`config.mk`:
```
export PLATFORM = sky130hd
export DESIGN_NAME = wbu_tx_uart_flat
export DESIGN_NICKNAME = d
export VERILOG_FILES = /design/src/rtl/wbu_uart_pkg.sv /design/src/rtl/wbu_tx_uart_if.sv /design/src/rtl/wbu_baud_tick.sv /design/src/rtl/wbu_tx_uart.sv /design/src/flat_wrapper.sv
export SDC_FILE = /design/constraint.sdc
export NUM_CORES = 1
export LEC_CHECK = 0
export CAP_MARGIN = 30
export CELL_PAD_IN_SITES_DETAIL_PLACEMENT = 1
export CELL_PAD_IN_SITES_GLOBAL_PLACEMENT = 1
export CORE_ASPECT_RATIO = 1.25
export CORE_UTILIZATION = 46
export DETAILED_ROUTE_END_ITERATION = 12
export MAX_ROUTING_LAYER = met4
export PLACE_DENSITY_LB_ADDON = 0.1
export SKIP_LAST_GASP = 1
export SLEW_MARGIN = 20
export SYNTH_ARGS = -nofsm -noshare
export SYNTH_HDL_FRONTEND = slang
export SYNTH_SLANG_ARGS = --single-unit
```
`constraint.sdc`:
```
create_clock -name i_clk -period 3 [get_ports i_clk]
set_input_delay 0.6 -clock i_clk [delete_from_list [all_inputs] [get_ports i_clk]]
set_output_delay 0.6 -clock i_clk [all_outputs]
set_load 0.03 [all_outputs]
```
`src/rtl/wbu_uart_pkg.sv`:
```
// Shared UART definitions: state encoding, bit counts and line idle level.
// WBU_TX_UART_PARITY_EN adds the PARITY bit to the frame length.
package wbu_uart_pkg;

   typedef enum logic [2:0] {
      IDLE   = 3'd0,
      START  = 3'd1,
      DATA   = 3'd2,
      PARITY = 3'd3,
      STOP   = 3'd4
   } tx_state_t;

   localparam int DATA_BITS = 8;
`ifdef WBU_TX_UART_PARITY_EN
   localparam int FRAME_BITS = 11;
`else
   localparam int FRAME_BITS = 10;
`endif
   localparam logic LINE_IDLE = 1'b1;

endpackage

```
`src/rtl/wbu_tx_uart_if.sv`:
```
// Byte-stream handshake from the output chain plus the serial line it feeds.
interface wbu_tx_uart_if;
   import wbu_uart_pkg::*;

   logic                 i_stb;
   logic [DATA_BITS-1:0] i_data;
   logic                 o_busy;
   logic                 o_uart_tx;

   modport master (output i_stb, output i_data, input o_busy, input o_uart_tx);
   modport slave  (input i_stb, input i_data, output o_busy, output o_uart_tx);
endinterface

```
`src/rtl/wbu_baud_tick.sv`:
```
// Loadable baud down-counter; o_tick marks the final cycle of a bit period,
// o_last the cycle before it. Holds at zero until restarted.
module wbu_baud_tick #(
   parameter int CLOCKS_PER_BAUD = 868,
   parameter int CKW             = 24
) (
   input  logic i_clk,
   input  logic i_rst,
   input  logic i_restart,
   output logic o_tick,
   output logic o_last
);

   localparam logic [CKW-1:0] RELOAD = CKW'(CLOCKS_PER_BAUD - 1);
   localparam logic [CKW-1:0] ONE    = CKW'(1);

   logic [CKW-1:0] cnt;

   always_ff @(posedge i_clk or posedge i_rst) begin
      if (i_rst)
         cnt <= '0;
      else if (i_restart)
         cnt <= RELOAD;
      else if (cnt != '0)
         cnt <= cnt - ONE;
   end

   assign o_tick = (cnt == '0);
   assign o_last = (cnt == ONE);

endmodule

```
`src/rtl/wbu_tx_uart.sv`:
```
// Debug-bus UART transmitter: 8N1 framing with busy back-pressure.
// Define WBU_TX_UART_PARITY_EN to insert an even-parity bit before STOP.
module wbu_tx_uart
   import wbu_uart_pkg::*;
#(
   parameter int CLOCKS_PER_BAUD = 868,
   parameter int CKW             = 24
) (
   input  logic          i_clk,
   input  logic          i_rst,
   wbu_tx_uart_if.slave  bus
);

   tx_state_t            state, state_n;
   logic [2:0]           bit_idx, bit_idx_n;
   logic [DATA_BITS-1:0] shift, shift_n;
   logic                 tx_r, tx_n;
   logic                 busy_r, busy_n;
   logic                 restart, tick, last, accept;
`ifdef WBU_TX_UART_PARITY_EN
   logic                 par, par_n;
`endif

   assign accept = bus.i_stb && !busy_r;

   wbu_baud_tick #(
      .CLOCKS_PER_BAUD (CLOCKS_PER_BAUD),
      .CKW             (CKW)
   ) u_baud (
      .i_clk     (i_clk),
      .i_rst     (i_rst),
      .i_restart (restart),
      .o_tick    (tick),
      .o_last    (last)
   );

   always_ff @(posedge i_clk or posedge i_rst) begin
      if (i_rst) begin
         state   <= IDLE;
         bit_idx <= '0;
         shift   <= '1;
         tx_r    <= LINE_IDLE;
         busy_r  <= 1'b0;
`ifdef WBU_TX_UART_PARITY_EN
         par     <= 1'b0;
`endif
      end else begin
         state   <= state_n;
         bit_idx <= bit_idx_n;
         shift   <= shift_n;
         tx_r    <= tx_n;
         busy_r  <= busy_n;
`ifdef WBU_TX_UART_PARITY_EN
         par     <= par_n;
`endif
      end
   end

   always_comb begin
      state_n   = state;
      bit_idx_n = bit_idx;
      shift_n   = shift;
      restart   = 1'b0;
`ifdef WBU_TX_UART_PARITY_EN
      par_n     = accept ? ^bus.i_data : par;
`endif
      case (state)
         IDLE: if (accept) begin
            state_n = START;
            shift_n = bus.i_data;
            restart = 1'b1;
         end
         START: if (tick) begin
            state_n   = DATA;
            bit_idx_n = '0;
            restart   = 1'b1;
         end
         DATA: if (tick) begin
            shift_n = {1'b1, shift[DATA_BITS-1:1]};
            restart = 1'b1;
            if (bit_idx == 3'(DATA_BITS - 1))
`ifdef WBU_TX_UART_PARITY_EN
               state_n = PARITY;
`else
               state_n = STOP;
`endif
            else
               bit_idx_n = bit_idx + 3'd1;
         end
         PARITY: if (tick) begin
            state_n = STOP;
            restart = 1'b1;
         end
         STOP: if (accept) begin
            // busy is only low on the final STOP cycle, so this chains frames gaplessly
            state_n = START;
            shift_n = bus.i_data;
            restart = 1'b1;
         end else if (tick) begin
            state_n = IDLE;
         end
         default: state_n = IDLE;
      endcase

      // Line and busy are computed one cycle ahead so both come straight from flops
      case (state_n)
         START:   tx_n = 1'b0;
         DATA:    tx_n = shift_n[0];
`ifdef WBU_TX_UART_PARITY_EN
         PARITY:  tx_n = par_n;
`endif
         default: tx_n = LINE_IDLE;
      endcase
      busy_n = !((state_n == IDLE) || (state_n == STOP && !restart && last));
   end

   assign bus.o_busy    = busy_r;
   assign bus.o_uart_tx = tx_r;

endmodule
```
`src/flat_wrapper.sv`:
```
// flat-port wrapper written by rule: the top's interface ports become plain ports
module wbu_tx_uart_flat import wbu_uart_pkg::*;
#(
   parameter int CLOCKS_PER_BAUD = 868,
   parameter int CKW             = 24
)
  (i_clk, i_rst, bus_i_stb, bus_i_data, bus_o_busy, bus_o_uart_tx);
  wbu_tx_uart_if bus_i ();
  input  logic i_clk;
  input  logic i_rst;
  input wire logic [$bits(bus_i.i_stb)-1:0] bus_i_stb;
  input wire logic [$bits(bus_i.i_data)-1:0] bus_i_data;
  output wire logic [$bits(bus_i.o_busy)-1:0] bus_o_busy;
  output wire logic [$bits(bus_i.o_uart_tx)-1:0] bus_o_uart_tx;
  assign bus_i.i_stb = bus_i_stb;
  assign bus_i.i_data = bus_i_data;
  assign bus_o_busy = bus_i.o_busy;
  assign bus_o_uart_tx = bus_i.o_uart_tx;
  wbu_tx_uart #(.CLOCKS_PER_BAUD(CLOCKS_PER_BAUD), .CKW(CKW)) u_core (.i_clk(i_clk), .i_rst(i_rst), .bus(bus_i));
endmodule
```
==> reports/results.ini <==
[run_status]
outcome = complete, no violations

[worst_setup_path]
crit_required_ps = 3180
end_kind = flip-flop
worstPathMaxFanout = 13
start_kind = flip-flop
cp.arrival_ps = 2960
timing_worst_setup_path_type = flip-flop to flip-flop

[layout]
final_layout_size_suffix_gt1_frac = 0.1319
diodes = 0
final_area_um2 = 2381
area_growth_pct = 13.48
fin_nets = 249
fillers = 519
fin_util = 0.5422

[yosys]
yosysTopAreaCell = dfrtp_1
syn_nets = 232
synth_edf_count = 0
yosysWarnings = 0
yosys_most_used_dff = dfrtp_1
ys_types = 45
yosys-top-cells-area = dfrtp_1 (37%), dfstp_2 (11%), nand2_1 (5.7%)
yosysSeqAreaShare = 0.4824
synth_area_per_cell_um2 = 9.669
syn-cell-area_um2 = 2098
synthArstFlopShare = 1.000
netlist_instances = 217
yosys_register_bits = 40
synth_top_area_share = 0.3697

[global_route]
grt_pass1_vias = 1822
grt_pass1_wl_um = 8604
antenna_found_initial = 0
grt_overflow = 0
grt_max_degree = 41
globalRouteTotalUtil = 0.2360

[power]
clkPwrFrac = 0.223
peakVddDrop_mv = 0.3500
seqPwrFrac = 0.477
power_leakage_nw = 1.024
powerDensity_nw_per_um2 = 744.7
comb_power_share = 0.300
intPower_w = 0.001129
switching_share = 0.3635
p_sw_w = 0.0006446

[sta]
max_slew_margin = 0.5599
post-route-min-period_ps = 2786
hold_viol_final = 0
rsz0062_at_grt = false
finalSetupViolations = 0
fin_worst_skew_ps = 6.112
slew_violations = 0
worst_pin_slew_ps = 655.2
finalSetupTns_ps = 0
fin_crit_sh = 0.9286
max_freq_mhz = 359.0

[clock_network]
cts_made_buffers = 5
clock_latency_ps = 290
root_buffer = clkbuf_8
cts.path.max_buffers = 2
path_clk_slew_ps = 80
post-cts-setup-buffers = 0
cts_resized = 0
ctsHoldBuffers = 0
cts_max_level = 2
cts_tree = built
cts_sinks = 40

[route]
drt_wl_total_um = 4920
drc = 0
top_layer_used = met4
vias = 1679
wl_per_cell_um = 16.79
route.met3.wl_um = 114
first_pass_iters = 4
ant_nets = 0
dr_wl_met2_um = 2524
routed_via_density = 5.730
wl_met1_um = 2143
initialDrtViolationCount = 33

[hold_path]
hold_path_class = flip-flop to flip-flop

[floorplan]
fp.dieH_um = 77.51
initial_core_util = 0.4778
core_area_um2 = 4392
die_area_um2 = 4837
die_w_um = 62.41
ioPinCount = 13
num_rows = 27

[place]
post-dp-hpwl_um = 3638
place.gp.congestion = 0.8655
port_buffers = 12
placed_cell_area_um2 = 2281

[job]
cap_violations = 0

[worst max-delay path, cell delays in order, from the launching register on]
cell	delay (ps)
dfrtp_1	420
inv_1	140
ha_1	210
or4b_1	520
or4_4	600
nor2_8	180
a21o_1	250
buf_4	250
nor2_1	90
[final cells by class]
type | instances | area [µm²] | share of cell area
flip-flops and latches | 40 | 1012 | 0.4251
clock buffers | 8 | 100.1 | 0.04204
repair buffers | 16 | 150.1 | 0.06306
inverters | 6 | 22.52 | 0.009459
multi-input cells | 165 | 1023 | 0.4298
well taps | 58 | 72.57 | 0.03048
[cell families after synthesis]
group	after synthesis	share of synthesized area
buf+inv	12	0.02981
xor+xnor	16	0.06678
flops	40	0.4824
simple gates	110	0.2755
compound gates	35	0.1216
fa+ha+maj	4	0.02385
[metal layers]
metal	vias up	global-route usage
met5	-	-
met4	0	0.1093
met3	15	0.04853
met2	22	0.4043
met1	837	0.2616
li1	805	-
[power groups by stage]
stage / combinational [W] / sequential (W) / clock, W
2_1_floorplan: 0.000391 / 0.000832 / 0
3_3_place_gp: 0.000493 / 0.000843 / 0
3_5_place_dp: 0.000529 / 0.000856 / 0
4_1_cts: 0.000534 / 0.000846 / 0.000407
5_1_grt: 0.000594 / 0.000871 / 0.000423
6_report: 0.000532 / 0.000845 / 0.000396
[flip-flops by register name, indices dropped and copies added, names as in the netlist]
register,flops
u_core.bus.o_busy,1
u_core.state,3
u_core.bit_idx,3
u_core.shift,8
u_core.u_baud.cnt,24
u_core.bus.o_uart_tx,1
[worst paths after layout]
check	cells past startpoint	startpoint	end	slack [ps]
hold / removal	2	u_core.shift[4]	u_core.shift[4]	460
setup / recovery	8	u_core.u_baud.cnt[0]	u_core.u_baud.cnt[7]	210
max in group asynchronous	3	i_rst	u_core.shift[0]	1890
min in group asynchronous	3	i_rst	u_core.u_baud.cnt[13]	740
hold reg to reg	2	u_core.shift[4]	u_core.shift[4]	460
setup reg to reg	8	u_core.u_baud.cnt[0]	u_core.u_baud.cnt[7]	210
[stage by stage]
step                power (W)  instances  setup slack [ps]  hold slack (ps)
floorplan            0.001223        217             496.1            439.0
global placement     0.001336        285             380.7            447.2
detailed placement   0.001386        285             230.2            451.4
CTS                  0.001786        293             222.0            464.0
global route         0.001887        293             61.11            479.2
finish               0.001773        293             214.1            462.4
[synth_stat cells, types with 4 or more instances]
master / n
a21oi_1: 6
a22oi_1: 6
dfrtp_1: 31
dfstp_2: 9
ha_1: 4
inv_1: 6
nand2_1: 32
nand3_1: 7
nor2_1: 25
nor3_1: 11
o21ai_0: 6
or3_1: 8
or4_1: 4
xnor2_1: 5
xor2_1: 11
[cell usage in the layout, fill, tap and decap left out, types with 2 or more instances in the layout]
cell	count
a211o_1	2
a21o_1	2
a21oi_1	6
a22oi_1	6
buf_4	4
clkbuf_8	7
clkdlybuf4s50_1	12
dfrtp_1	31
dfstp_2	9
ha_1	4
inv_1	6
nand2_1	32
nand2b_1	2
nand3_1	7
nand4_1	2
nor2_1	25
nor2b_1	3
nor3_1	11
nor3b_1	3
nor4_1	3
o21ai_0	6
o31ai_1	2
or2_2	2
or3_1	8
or4_1	4
or4_4	3
xnor2_1	5
xor2_1	11
Power figures use the tool's default switching activity.
